--- config.mk ---
export PLATFORM = sky130hd
export DESIGN_NAME = cs_stack_reader
export DESIGN_NICKNAME = d
export VERILOG_FILES = /design/src/rtl/cs_stack_reader_pkg.sv /design/src/rtl/cs_stack_reader_fifo.sv /design/src/rtl/cs_stack_reader.sv
export SDC_FILE = /design/constraint.sdc
export NUM_CORES = 1
export LEC_CHECK = 0
export CAP_MARGIN = 5
export CORE_AREA = 3 3 166 289
export CTS_CLUSTER_DIAMETER = 100
export DETAILED_ROUTE_END_ITERATION = 12
export DIE_AREA = 0 0 169 292
export SETUP_SLACK_MARGIN = 0.4
export SYNTH_ARGS = -nofsm -noshare
export SYNTH_HDL_FRONTEND = slang
export SYNTH_HIERARCHICAL = 1
export SYNTH_SLANG_ARGS = --single-unit
--- constraint.sdc ---
create_clock -name clk -period 18.8 [get_ports clk]
set_clock_uncertainty 0.15 [all_clocks]
set_input_delay 1.88 -clock clk [delete_from_list [all_inputs] [get_ports clk]]
set_output_delay 1.88 -clock clk [all_outputs]
set_load 0.005 [all_outputs]
--- src/rtl/cs_stack_reader_pkg.sv ---
// Shared types for the cs_stack drain path: triangle geometry and the reader FSM encoding.
// Geometry layout matches the Point3D/Triangle3D definitions used by cs_stack.
package cs_stack_reader_pkg;

    typedef struct packed {
        logic [15:0] x;
        logic [15:0] y;
        logic [15:0] z;
    } Point3D;

    typedef struct packed {
        Point3D v0;
        Point3D v1;
        Point3D v2;
    } Triangle3D;

    typedef enum logic [1:0] {
        IDLE  = 2'd0,
        DRAIN = 2'd1,
        DONE  = 2'd2
    } ReaderState;

    localparam int TRI_W = $bits(Triangle3D);

endpackage

--- src/rtl/cs_stack_reader_fifo.sv ---
// Small triangle FIFO with occupancy count, combinational head and same-edge read/write.
// The head reads as zero while empty so tri_out is clean outside of valid data.
module tri_fifo
    import cs_stack_reader_pkg::*;
#(
    parameter int DEPTH = 3,
    parameter int OCC_W = $clog2(DEPTH + 1)
) (
    input  logic             clk,
    input  logic             n_rst,
    input  logic             i_wr_en,
    input  Triangle3D        i_wr_data,
    input  logic             i_rd_en,
    output Triangle3D        o_head,
    output logic [OCC_W-1:0] o_occ
);

    localparam int PTR_W = (DEPTH > 1) ? $clog2(DEPTH) : 1;

    Triangle3D        r_mem [DEPTH];
    logic [PTR_W-1:0] r_wr_ptr;
    logic [PTR_W-1:0] r_rd_ptr;
    logic [OCC_W-1:0] r_occ;
    logic             w_do_wr;
    logic             w_do_rd;
    logic             w_full;
    logic             w_empty;

    function automatic logic [PTR_W-1:0] ptr_next(input logic [PTR_W-1:0] p);
        if (p == PTR_W'(DEPTH - 1)) begin
            return '0;
        end
        return p + 1'b1;
    endfunction

    assign w_full  = (r_occ == OCC_W'(DEPTH));
    assign w_empty = (r_occ == '0);
    assign w_do_rd = i_rd_en && !w_empty;
    // A full buffer may still accept a write when the head leaves on the same edge.
    assign w_do_wr = i_wr_en && (!w_full || w_do_rd);

    always_ff @(posedge clk) begin
        if (w_do_wr) begin
            r_mem[r_wr_ptr] <= i_wr_data;
        end
    end

    always_ff @(posedge clk or negedge n_rst) begin
        if (!n_rst) begin
            r_wr_ptr <= '0;
            r_rd_ptr <= '0;
            r_occ    <= '0;
        end else begin
            if (w_do_wr) begin
                r_wr_ptr <= ptr_next(r_wr_ptr);
            end
            if (w_do_rd) begin
                r_rd_ptr <= ptr_next(r_rd_ptr);
            end
            case ({w_do_wr, w_do_rd})
                2'b10:   r_occ <= r_occ + 1'b1;
                2'b01:   r_occ <= r_occ - 1'b1;
                default: r_occ <= r_occ;
            endcase
        end
    end

    assign o_head = w_empty ? '0 : r_mem[r_rd_ptr];
    assign o_occ  = r_occ;

endmodule

--- src/rtl/cs_stack_reader.sv ---
// Drains cs_stack in LIFO order onto a valid/ready triangle stream, then pulses done.
// Pops are issued only when the buffer can absorb every triangle already in flight.
module cs_stack_reader
    import cs_stack_reader_pkg::*;
#(
    parameter int BUF_DEPTH = 3,
    parameter int CNT_W     = 16
) (
    input  logic             clk,
    input  logic             n_rst,
    input  logic             start,
    output logic             busy,
    output logic             done,
    output logic [CNT_W-1:0] tri_count,
    input  logic             stk_empty,
    output logic             stk_pop,
    input  Triangle3D        stk_tri,
    output Triangle3D        tri_out,
    output logic             tri_valid,
    input  logic             tri_ready
);

    localparam int OCC_W = $clog2(BUF_DEPTH + 1);

    ReaderState       r_state;
    ReaderState       w_state_next;
    logic             r_pop_q;
    logic [CNT_W-1:0] r_count;
    logic [OCC_W-1:0] w_occ;
    logic             w_pop;
    logic             w_handshake;
    logic             w_room;
    logic             w_drained;

    tri_fifo #(
        .DEPTH (BUF_DEPTH),
        .OCC_W (OCC_W)
    ) u_fifo (
        .clk       (clk),
        .n_rst     (n_rst),
        .i_wr_en   (r_pop_q),
        .i_wr_data (stk_tri),
        .i_rd_en   (w_handshake),
        .o_head    (tri_out),
        .o_occ     (w_occ)
    );

    assign tri_valid   = (w_occ != '0);
    assign w_handshake = tri_valid && tri_ready;
    // Room is judged against buffered plus in-flight entries, never against ready.
    assign w_room      = (32'(w_occ) + 32'(r_pop_q)) < 32'(BUF_DEPTH);
    assign w_drained   = stk_empty && !r_pop_q && (w_occ == '0);

    always_comb begin
        w_state_next = r_state;
        w_pop        = 1'b0;
        case (r_state)
            IDLE: begin
                if (start) begin
                    w_state_next = DRAIN;
                end
            end
            DRAIN: begin
                w_pop = !stk_empty && w_room;
                if (w_drained) begin
                    w_state_next = DONE;
                end
            end
            DONE: begin
                w_state_next = IDLE;
            end
            default: begin
                w_state_next = IDLE;
            end
        endcase
    end

    always_ff @(posedge clk or negedge n_rst) begin
        if (!n_rst) begin
            r_state <= IDLE;
            r_pop_q <= 1'b0;
        end else begin
            r_state <= w_state_next;
            r_pop_q <= w_pop;
        end
    end

    always_ff @(posedge clk or negedge n_rst) begin
        if (!n_rst) begin
            r_count <= '0;
        end else if (r_state == IDLE && start) begin
            r_count <= '0;
        end else if (w_handshake && (r_count != '1)) begin
            r_count <= r_count + 1'b1;
        end
    end

    assign stk_pop   = w_pop;
    assign busy      = (r_state != IDLE);
    assign done      = (r_state == DONE);
    assign tri_count = r_count;

endmodule

==> metrics.yaml <==
layout:
  final_core_utilization: 0.508
  final-seq-area_um2: 13600
  area_growth_pct: 27.5
  num-fill-cells: 3913
  multi_input_area_um2: 4360
  drive_above_1_share: 0.165
  final_nets: 1529
power:
  p_total_w: 0.00345
  power_leakage_nw: 7.81
  vdd.ir_drop.worst_mv: 0.109
  power_density_nw_per_um2: 148
worst_setup_path:
  cp_data_arrival_time_ns: 4.26
  timing.critical_path.from_type: "register"
  largest_delay_share_family_worst_path: "buffers and inverters"
  ff2ff_setup_slack_ns: 15.01
  worst_path_most_repeated_cell: "buf_4"
  crit_required_ns: 16.77
  cp_num_buf_inv: 3
  worst_path_max_delay_cell: "buf_4"
  worstRegToRegCells: 5
  setup.worst_path.class: "register to output port"
  crit_fanout: 61
  critical_path.reg2reg.startpoint: "u_fifo/o_occ[0]$_DFFE_PN0P_"
  reg2reg_to: "u_fifo/r_mem[1][110]$_DFFE_PP_"
  cp_slowest_stage_delay_ns: 0.82
  crit_chain: "buf_4 -> buf_4 -> mux2_2 -> mux2i_1 -> nor2_1 -> clkdlybuf4s50_1"
  critPathCaptureType: "output port"
sta:
  maxSlewHeadroom: 0.239
  setup_viol: 0
  finalCritPeriodShare: 0.335
  pins_over_slew_limit: 0
  final.setup.tns_ns: 0
  max_slew.worst_pin.slew_ns: 1.14
  achievable-frequency_ghz: 0.159
  whs_ns: 0.316
  crit_path_time_final_ns: 6.29
  grt_setup_unrepaired: "no"
  report.final.hold_viol_count: 0
detailed_routing:
  detailedRoute.firstIterationViolations: 521
  wl_per_cell_um: 21.1
  drc: 0
  vias: 10100
  drt_first_pass_iters: 4
  totalWireLength_um: 42100
  routed_via_density: 5.07
  ant_nets: 0
global_route:
  gr-usage-all-layers: 0.168
  antenna_found_initial: 6
  largest_net_degree_at_the_start_of_global_routing: 70
  grt_pass1_wl_um: 63900
  grt_remaining_overflow: 0
  via_count_of_the_first_global_routing_pass: 10700
floorplanning:
  rows: 104
  core_area_um2: 45900
  dieHeight_um: 292
  start_util: 0.398
  die_x_extent_um: 169
  fp.dieArea_um2: 49300
  design.portCount: 313
cts:
  post_cts_buffers: 0
  total_of_cells_resized_after_clock_tree_synthesis: 0
  clkLatencyLatePin_ns: 0.54
  clkSlewWorstSetupHoldPaths_ns: 0.07
  tritoncts_clock_tree: "yes"
  cts.hold.buffers_added: 0
  clock_tree.htree_level_count: 2
  number_of_buffers_created_by_cts: 42
  clk_root_buffer_cell: "clkbuf_16"
  cts_buffer_depth: 3
  clkSinkCount: 457
flow_run:
  max-cap-violations: 0
min_path:
  min_delay_worst_endpoint: "r_state[0]$_DFFE_PN0P_"
  worst_hold_path_type: "register to register"
  min_path_cells: 1
  holdCritStartpoint: "r_state[1]$_DFFE_PN0P_"
yosys:
  ys_dominant_reg_cell: "edfxtp_1"
  post-synth-top-area-cell: "edfxtp_1"
  synth.top_cell.area_share: 0.709
  synth_enable_flop_cells: 432
  synth_cell_type_count: 43
  synth.area.top_cells: "edfxtp_1 71%, mux2_2 9.0%, mux2i_1 8.0%"
  syn-mean-instance-area_um2: 17.3
  yosys_register_bits: 457
  synth.cell_area_um2: 18300
  mappedNetlistNets: 1210
  synthMostInstantiatedCell: "edfxtp_1"
  synth_seq_area_share: 0.743
  syn-instance-count: 1057
  async_flop_share: 0.0547
  yosys_warnings: 6
  synth_top_cells_by_count: "432 x edfxtp_1, 148 x nor2_1, 146 x mux2_2, 146 x mux2i_1, 25 x dfrtp_1"
placed_design:
  buffer_ports.inserted: 312
  dp.final_hpwl_um: 26100
  routabilityCongestion: 0.814
status:
  status: "complete, no violations"
[worst reg2reg max path: stages (launching register included)]
cell and delay, ns:
dfrtp_1 0.55, o21ai_1 0.43, inv_1 0.32, o21ai_2 0.18
nor2b_4 0.86, buf_4 0.85
[cells in the final DEF, fill, tap and decap left out, types with 5 or more instances in the layout]
cell type,n
a21oi_1,13
buf_4,15
bufinv_16,6
clkbuf_1,5
clkbuf_16,42
clkdlybuf4s50_1,312
clkinv_1,9
clkinv_2,7
dfrtp_1,23
diode_2,6
edfxtp_1,432
inv_1,6
mux2_2,146
mux2i_1,146
nand2_1,9
nand3_1,6
nand4_1,5
nor2_1,148
o31ai_1,8
or4_1,9
[registers in the layout, summed over array words and instances, names as in the netlist]
name and flops:
u_fifo/r_mem 432, tri_count 16, r_state 2, u_fifo/o_occ 2, u_fifo/r_rd_ptr 2, u_fifo/r_wr_ptr 2
r_pop_q 1
[area by class of cell]
type / count / area share
clock inverters: 27 / 0.0128
clock buffers: 47 / 0.0458
well taps: 583 / 0.0313
flip-flops and latches: 457 / 0.583
diodes: 6 / 0.000643
repair buffers: 327 / 0.139
multi-input cells: 542 / 0.187
inverters: 6 / 0.000965
[cell families (layout without fill, tap and decap cells)]
logic type	count (synthesis)	count (layout)	synth area share
muxes	292	292	0.170
other	0	6	0
xor gates and xnor gates	3	3	0.00144
DFF	457	457	0.743
buffers and inverters	58	407	0.0203
and+or+nand+nor	208	208	0.0509
adders and majority gates	4	4	0.00273
AOI/OAI and AO/OA	35	35	0.0120
[how the worst max path moves through the flow]
stage	endpoint	cells after the start	startpoint	slack (ns)
after CTS	tri_out[100]	6	u_fifo/r_rd_ptr[0]$_DFFE_PN0P_	12.42
final	tri_out[100]	6	u_fifo/r_rd_ptr[0]$_DFFE_PN0P_	12.51
after global routing	tri_out[100]	6	u_fifo/r_rd_ptr[0]$_DFFE_PN0P_	12.31
after detailed placement	tri_out[100]	6	u_fifo/r_rd_ptr[0]$_DFFE_PN0P_	13.03
after floorplan	u_fifo/r_mem[2][0]$_DFFE_PP_	4	tri_ready	5.11
after global placement	tri_out[104]	6	u_fifo/r_rd_ptr[0]$_DFFE_PN0P_	13.07
[metal layers]
layer / routed length, um / track usage / up-vias / part of all wire
met1: 15900 / 0.193 / 5114 / 0.38
met3: 2000 / 0.0309 / 70 / 0.047
met4: 1400 / 0.0616 / 0 / 0.033
met2: 22900 / 0.309 / 261 / 0.54
li1: - / - / 4667 / -
met5: 0 / 0 / - / 0
[power breakdown]
| part | switching, W | internal (W) | total [W] |
|---|---|---|---|
| clock network | 0.000358 | 0.000493 | 0.000851 |
| registers | 0.0000728 | 0.00129 | 0.00137 |
| logic | 0.000575 | 0.000653 | 0.00123 |
| total | 0.00101 | 0.00244 | 0.00345 |
[stage by stage]
stage | cell area, um^2 | cells | setup slack [ns]
2_1_floorplan | 18300 | 1057 | 5.11
3_3_place_gp | 21900 | 1915 | 13.07
3_5_place_dp | 21900 | 1915 | 13.03
4_1_cts | 23300 | 1989 | 12.42
5_1_grt | 23300 | 1994 | 12.31
6_report | 23300 | 1995 | 12.51
Power figures use the tool's default switching activity.
==> RTL edit 1, RTL diff (config.mk and constraints unchanged) <==
Re-encode `ReaderState` (3 states) as one-hot, 3 bits wide.
--- a/src/rtl/cs_stack_reader_pkg.sv
+++ b/src/rtl/cs_stack_reader_pkg.sv
@@ -14,10 +14,10 @@
         Point3D v2;
     } Triangle3D;
 
-    typedef enum logic [1:0] {
-        IDLE  = 2'd0,
-        DRAIN = 2'd1,
-        DONE  = 2'd2
+    typedef enum logic [2:0] {
+        IDLE  = 3'b001,
+        DRAIN = 3'b010,
+        DONE  = 3'b100
     } ReaderState;
 
     localparam int TRI_W = $bits(Triangle3D);
Behaviour: no difference found for any inputs over 4 cycles, from zero or initial values and one cycle with n_rst low; so few cycles prove little.
==> RTL edit 1 against the original RTL <==
Sequential cell count up 1. Die area unchanged. Power down 10%. Fmax up 14%. Area after synthesis about the same. Worst setup slack better by 0.77 ns. Routed wire length down 1.1%. Synthesized cell count down 0.28%. Final area about the same. Clock power about the same. First-iteration DRC count up 2.3%.
==> RTL edit 1: results (changes against the original RTL) <==
{
  "gate_power_share": {"value": 33.2, "unit": "%", "change": "was 35.6%"},
  "layoutNonFillerInstCount": {"value": 1994, "change": "was 1995"},
  "cellLeakagePower": {"value": 7.796, "unit": "nW", "change": "was 7.806 nW"},
  "synth-compound-area-share": {"value": 1.264, "unit": "%", "change": "was 1.203%"},
  "hold-path-endpoint": {"value": "r_state[0]$_DFFE_PN1P_", "change": "was r_state[0]$_DFFE_PN0P_"},
  "cts-buffers-inserted": {"value": 43, "change": "was 42"},
  "antenna-diode-count": {"value": 4, "change": "was 6"},
  "antenna_found_initial": {"value": 4, "change": "was 6"},
  "synth.cells.most_frequent": {"value": "edfxtp_1 (432), nor2_1 (154), mux2_2 (146), mux2i_1 (145), dfrtp_1 (25)", "change": "was edfxtp_1 (432), nor2_1 (148), mux2_2 (146), mux2i_1 (146), dfrtp_1 (25)"},
  "met3_length": {"value": 2.217, "unit": "mm", "change": "was 1.996 mm"},
  "clock_buffers": {"value": 53, "change": "was 47"},
  "fraction_of_layout_instances_using_a_drive_strength_above_1": {"value": 16.84, "unit": "%", "change": "was 16.50%"},
  "synth_area_per_cell": {"value": 17.37, "unit": "um2", "change": "was 17.32 um2"},
  "p_int": {"value": 2.225, "unit": "mW", "change": "was 2.440 mW"},
  "wirelength_met1": {"value": 15.74, "unit": "mm", "change": "was 15.87 mm"},
  "grt_pass1_wl": {"value": 63.21, "unit": "mm", "change": "was 63.93 mm"},
  "gp_congestion": {"value": 0.8243, "change": "was 0.8141"},
  "crit_path_max_fanout": {"value": 52, "change": "was 61"},
  "layout.clock.cell_area_share": {"value": 5.853, "unit": "%", "change": "was 5.866%"},
  "design_power_total": {"value": 3.102, "unit": "mW", "change": "was 3.445 mW"},
  "postSynth.asyncResetShare": {"value": 5.677, "unit": "%", "change": "was 5.470%"},
  "p_clk_share": {"value": 27.5, "unit": "%", "change": "was 24.7%"},
  "dpl-instance-area": {"value": 21970, "unit": "um2", "change": "was 21950 um2"},
  "synth_xor_area_share": {"value": 0.1914, "unit": "%", "change": "was 0.1436%"},
  "grt_use_met2": {"value": 30.20, "unit": "%", "change": "was 30.85%"},
  "finalWirelength": {"value": 41.67, "unit": "mm", "change": "was 42.14 mm"},
  "yosys-top-cells-area": {"value": "edfxtp_1 (71%), mux2_2 (9.0%), mux2i_1 (7.9%)", "change": "was edfxtp_1 (71%), mux2_2 (9.0%), mux2i_1 (8.0%)"},
  "seqAreaFraction": {"value": 58.40, "unit": "%", "change": "was 58.31%"},
  "number_of_violations_reported_at_the_end_of_detailed_routing_iteration_0": {"value": 533, "change": "was 521"},
  "holdWs": {"value": 0.3370, "unit": "ns", "change": "was 0.3156 ns"},
  "post_drt_via_cell_ratio": {"value": 5.028, "change": "was 5.069"},
  "run_status": {"value": "complete, no violations", "change": "unchanged"},
  "grt.total_usage": {"value": 16.57, "unit": "%", "change": "was 16.77%"}
}
-- RTL edit 1: changes by cell type after synthesis, sizes merged, moves of 2 or more --
| cell | change |
|---|---|
| nor2 | +6 |
| or4 | -5 |
| a21oi | -4 |
| o31ai | -4 |
| nand2b | -3 |
| nand3 | -3 |
| nor3 | +3 |
| a31oi | +2 |
| inv | -2 |
-- RTL edit 1: worst max-delay path by stage --
stage / startpoint / end / slack, ns
finish: u_fifo/r_rd_ptr[1]$_DFFE_PN0P_ / tri_out[129] / 13.28
CTS: u_fifo/r_rd_ptr[1]$_DFFE_PN0P_ / tri_out[98] / 13.18
floorplan: tri_ready / u_fifo/r_mem[2][0]$_DFFE_PP_ / 5.11
detailed placement: stk_empty / stk_pop / 13.42
global placement: stk_empty / stk_pop / 13.45
global route: u_fifo/r_rd_ptr[1]$_DFFE_PN0P_ / tri_out[98] / 13.12
==> RTL edit 2, RTL diff (same settings) <==
Without the edit above. The parameter `BUF_DEPTH` goes from 3 to 2.
--- a/src/rtl/cs_stack_reader.sv
+++ b/src/rtl/cs_stack_reader.sv
@@ -3,7 +3,7 @@
 module cs_stack_reader
     import cs_stack_reader_pkg::*;
 #(
-    parameter int BUF_DEPTH = 3,
+    parameter int BUF_DEPTH = 2,
     parameter int CNT_W     = 16
 ) (
     input  logic             clk,
Function: changed (Yosys sat finds a counterexample within 4 cycles, from zero or initial values and one cycle with n_rst low).
==> RTL edit 2 against the original RTL <==
Die area unchanged. Power decreased by 27%. Routed wire length decreased by 26%. Critical endpoint is now tri_out[102]. Sequential cell count decreased by 146. Area after synthesis decreased by 34%. Worst setup slack improved by 0.64 ns. Final area decreased by 28%. Largest power group unchanged.
==> RTL edit 2: results (changes against the original RTL) <==
{
  "run_status": {"value": "complete, no violations", "change": "unchanged"},
  "post_drt_via_cell_ratio": {"value": 4.339, "change": "was 5.069"},
  "design.final.nets": {"value": 1217, "change": "was 1529"},
  "crit_path_max_fanout": {"value": 66, "change": "was 61"},
  "dpl-instance-area": {"value": 15870, "unit": "um2", "change": "was 21950 um2"},
  "cts.htree.levels": {"value": 1, "change": "was 2"},
  "netlist-cell-type-count": {"value": 48, "change": "was 43"},
  "cellLeakagePower": {"value": 5.979, "unit": "nW", "change": "was 7.806 nW"},
  "timing.reg2reg.setup_slack": {"value": 15.14, "unit": "ns", "change": "was 15.01 ns"},
  "grt_start_max_net_pins": {"value": 67, "change": "was 70"},
  "cts-buffers-inserted": {"value": 31, "change": "was 42"},
  "via_count_of_the_first_global_routing_pass": {"value": 7756, "change": "was 10730"},
  "post_synth_edffs": {"value": 288, "change": "was 432"},
  "grt.total_usage": {"value": 12.27, "unit": "%", "change": "was 16.77%"},
  "postSynth.asyncResetShare": {"value": 7.395, "unit": "%", "change": "was 5.470%"},
  "gp_congestion": {"value": 0.7835, "change": "was 0.8141"},
  "synth_sequential_area_ratio": {"value": 76.01, "unit": "%", "change": "was 74.29%"},
  "clock_insertion_delay_worst_skew": {"value": 0.56, "unit": "ns", "change": "was 0.54 ns"},
  "area.growth.synth_to_final": {"value": 39.08, "unit": "%", "change": "was 27.48%"},
  "global_route.usage.met1": {"value": 12.34, "unit": "%", "change": "was 19.31%"},
  "achievable-frequency": {"value": 176.9, "unit": "MHz", "change": "was 158.9 MHz"},
  "critPathArrivalTime": {"value": 3.62, "unit": "ns", "change": "was 4.26 ns"},
  "power.share.switching": {"value": 30.68, "unit": "%", "change": "was 29.18%"},
  "cp_slowest_stage_delay": {"value": 0.68, "unit": "ns", "change": "was 0.82 ns"},
  "grt_use_met2": {"value": 23.81, "unit": "%", "change": "was 30.85%"},
  "ir_worst_vdd": {"value": 0.00008718, "unit": "V", "change": "was 0.0001091 V"}
}
==> RTL edit 2: metrics by stage <==
| stage | setup slack, ns | instances | power [mW] | hold WS (ns) |
|---|---|---|---|---|
| 2_1_floorplan | 9.736 | 748 | 1.452 | 0.3076 |
| 3_3_place_gp | 13.28 | 1617 | 1.944 | 0.3372 |
| 3_5_place_dp | 13.23 | 1617 | 1.953 | 0.3479 |
| 4_1_cts | 13.01 | 1673 | 2.570 | 0.3577 |
| 5_1_grt | 12.84 | 1675 | 2.663 | 0.3915 |
| 6_report | 13.15 | 1675 | 2.514 | 0.3582 |
==> RTL edit 2: worst max-delay path by stage <==
stage                                     start                           end  slack [ns]  cells past startpoint
global placement                      stk_empty                       stk_pop       13.28                      3
finish              u_fifo/o_occ[0]$_DFFE_PN0P_                  tri_out[102]       13.15                      5
detailed placement                    stk_empty                       stk_pop       13.23                      3
CTS                 u_fifo/o_occ[0]$_DFFE_PN0P_                  tri_out[102]       13.01                      5
global route        u_fifo/o_occ[0]$_DFFE_PN0P_                  tri_out[136]       12.84                      5
floorplan                             tri_ready  u_fifo/r_mem[1][0]$_DFFE_PP_        9.74                      4
==> RTL edit 2: layout make-up <==
type	instances	share of cell area (%)
well taps	583	4.322
repair buffers	324	19.04
diodes	2	0.02965
flip-flops and latches	311	54.67
multi-input cells	396	15.95
clock inverters	12	0.5412
clock buffers	44	5.382
inverters	3	0.06672
==> RTL edit 2: worst reg2reg max path: cells and delay by family, from the launching register on <==
family | cells | cell delay (ns)
buf+inv | 3 | 1.15
simple gates | 2 | 0.77
compound gates | 1 | 0.65
flops | 1 | 0.54
==> RTL edit 2: routing by layer <==
metal  vias to the layer above  share of wire (%)
li1                       3454                  -
met1                      3536                 34
met2                       228                 56
met3                        49                6.5
met4                         0                3.2
met5                         -                  0
==> RTL edit 2: power by group through the flow <==
stage          Clock, mW  Sequential (mW)  Combinational (mW)
2_1_floorplan          0            0.995               0.457
3_3_place_gp           0            0.991               0.953
3_5_place_dp           0            0.999               0.954
4_1_cts            0.627            0.985               0.959
5_1_grt            0.655            0.998                1.01
6_report           0.601            0.982               0.930
==> RTL edit 2: kinds of logic after synthesis <==
logic type,synth area share (%)
AOI/OAI and AO/OA,1.980
xor gates and xnor gates,0.07219
adders and majority gates,0.1031
buffers and inverters,1.938
DFF,76.01
muxes,11.96
and+or+nand+nor,7.939
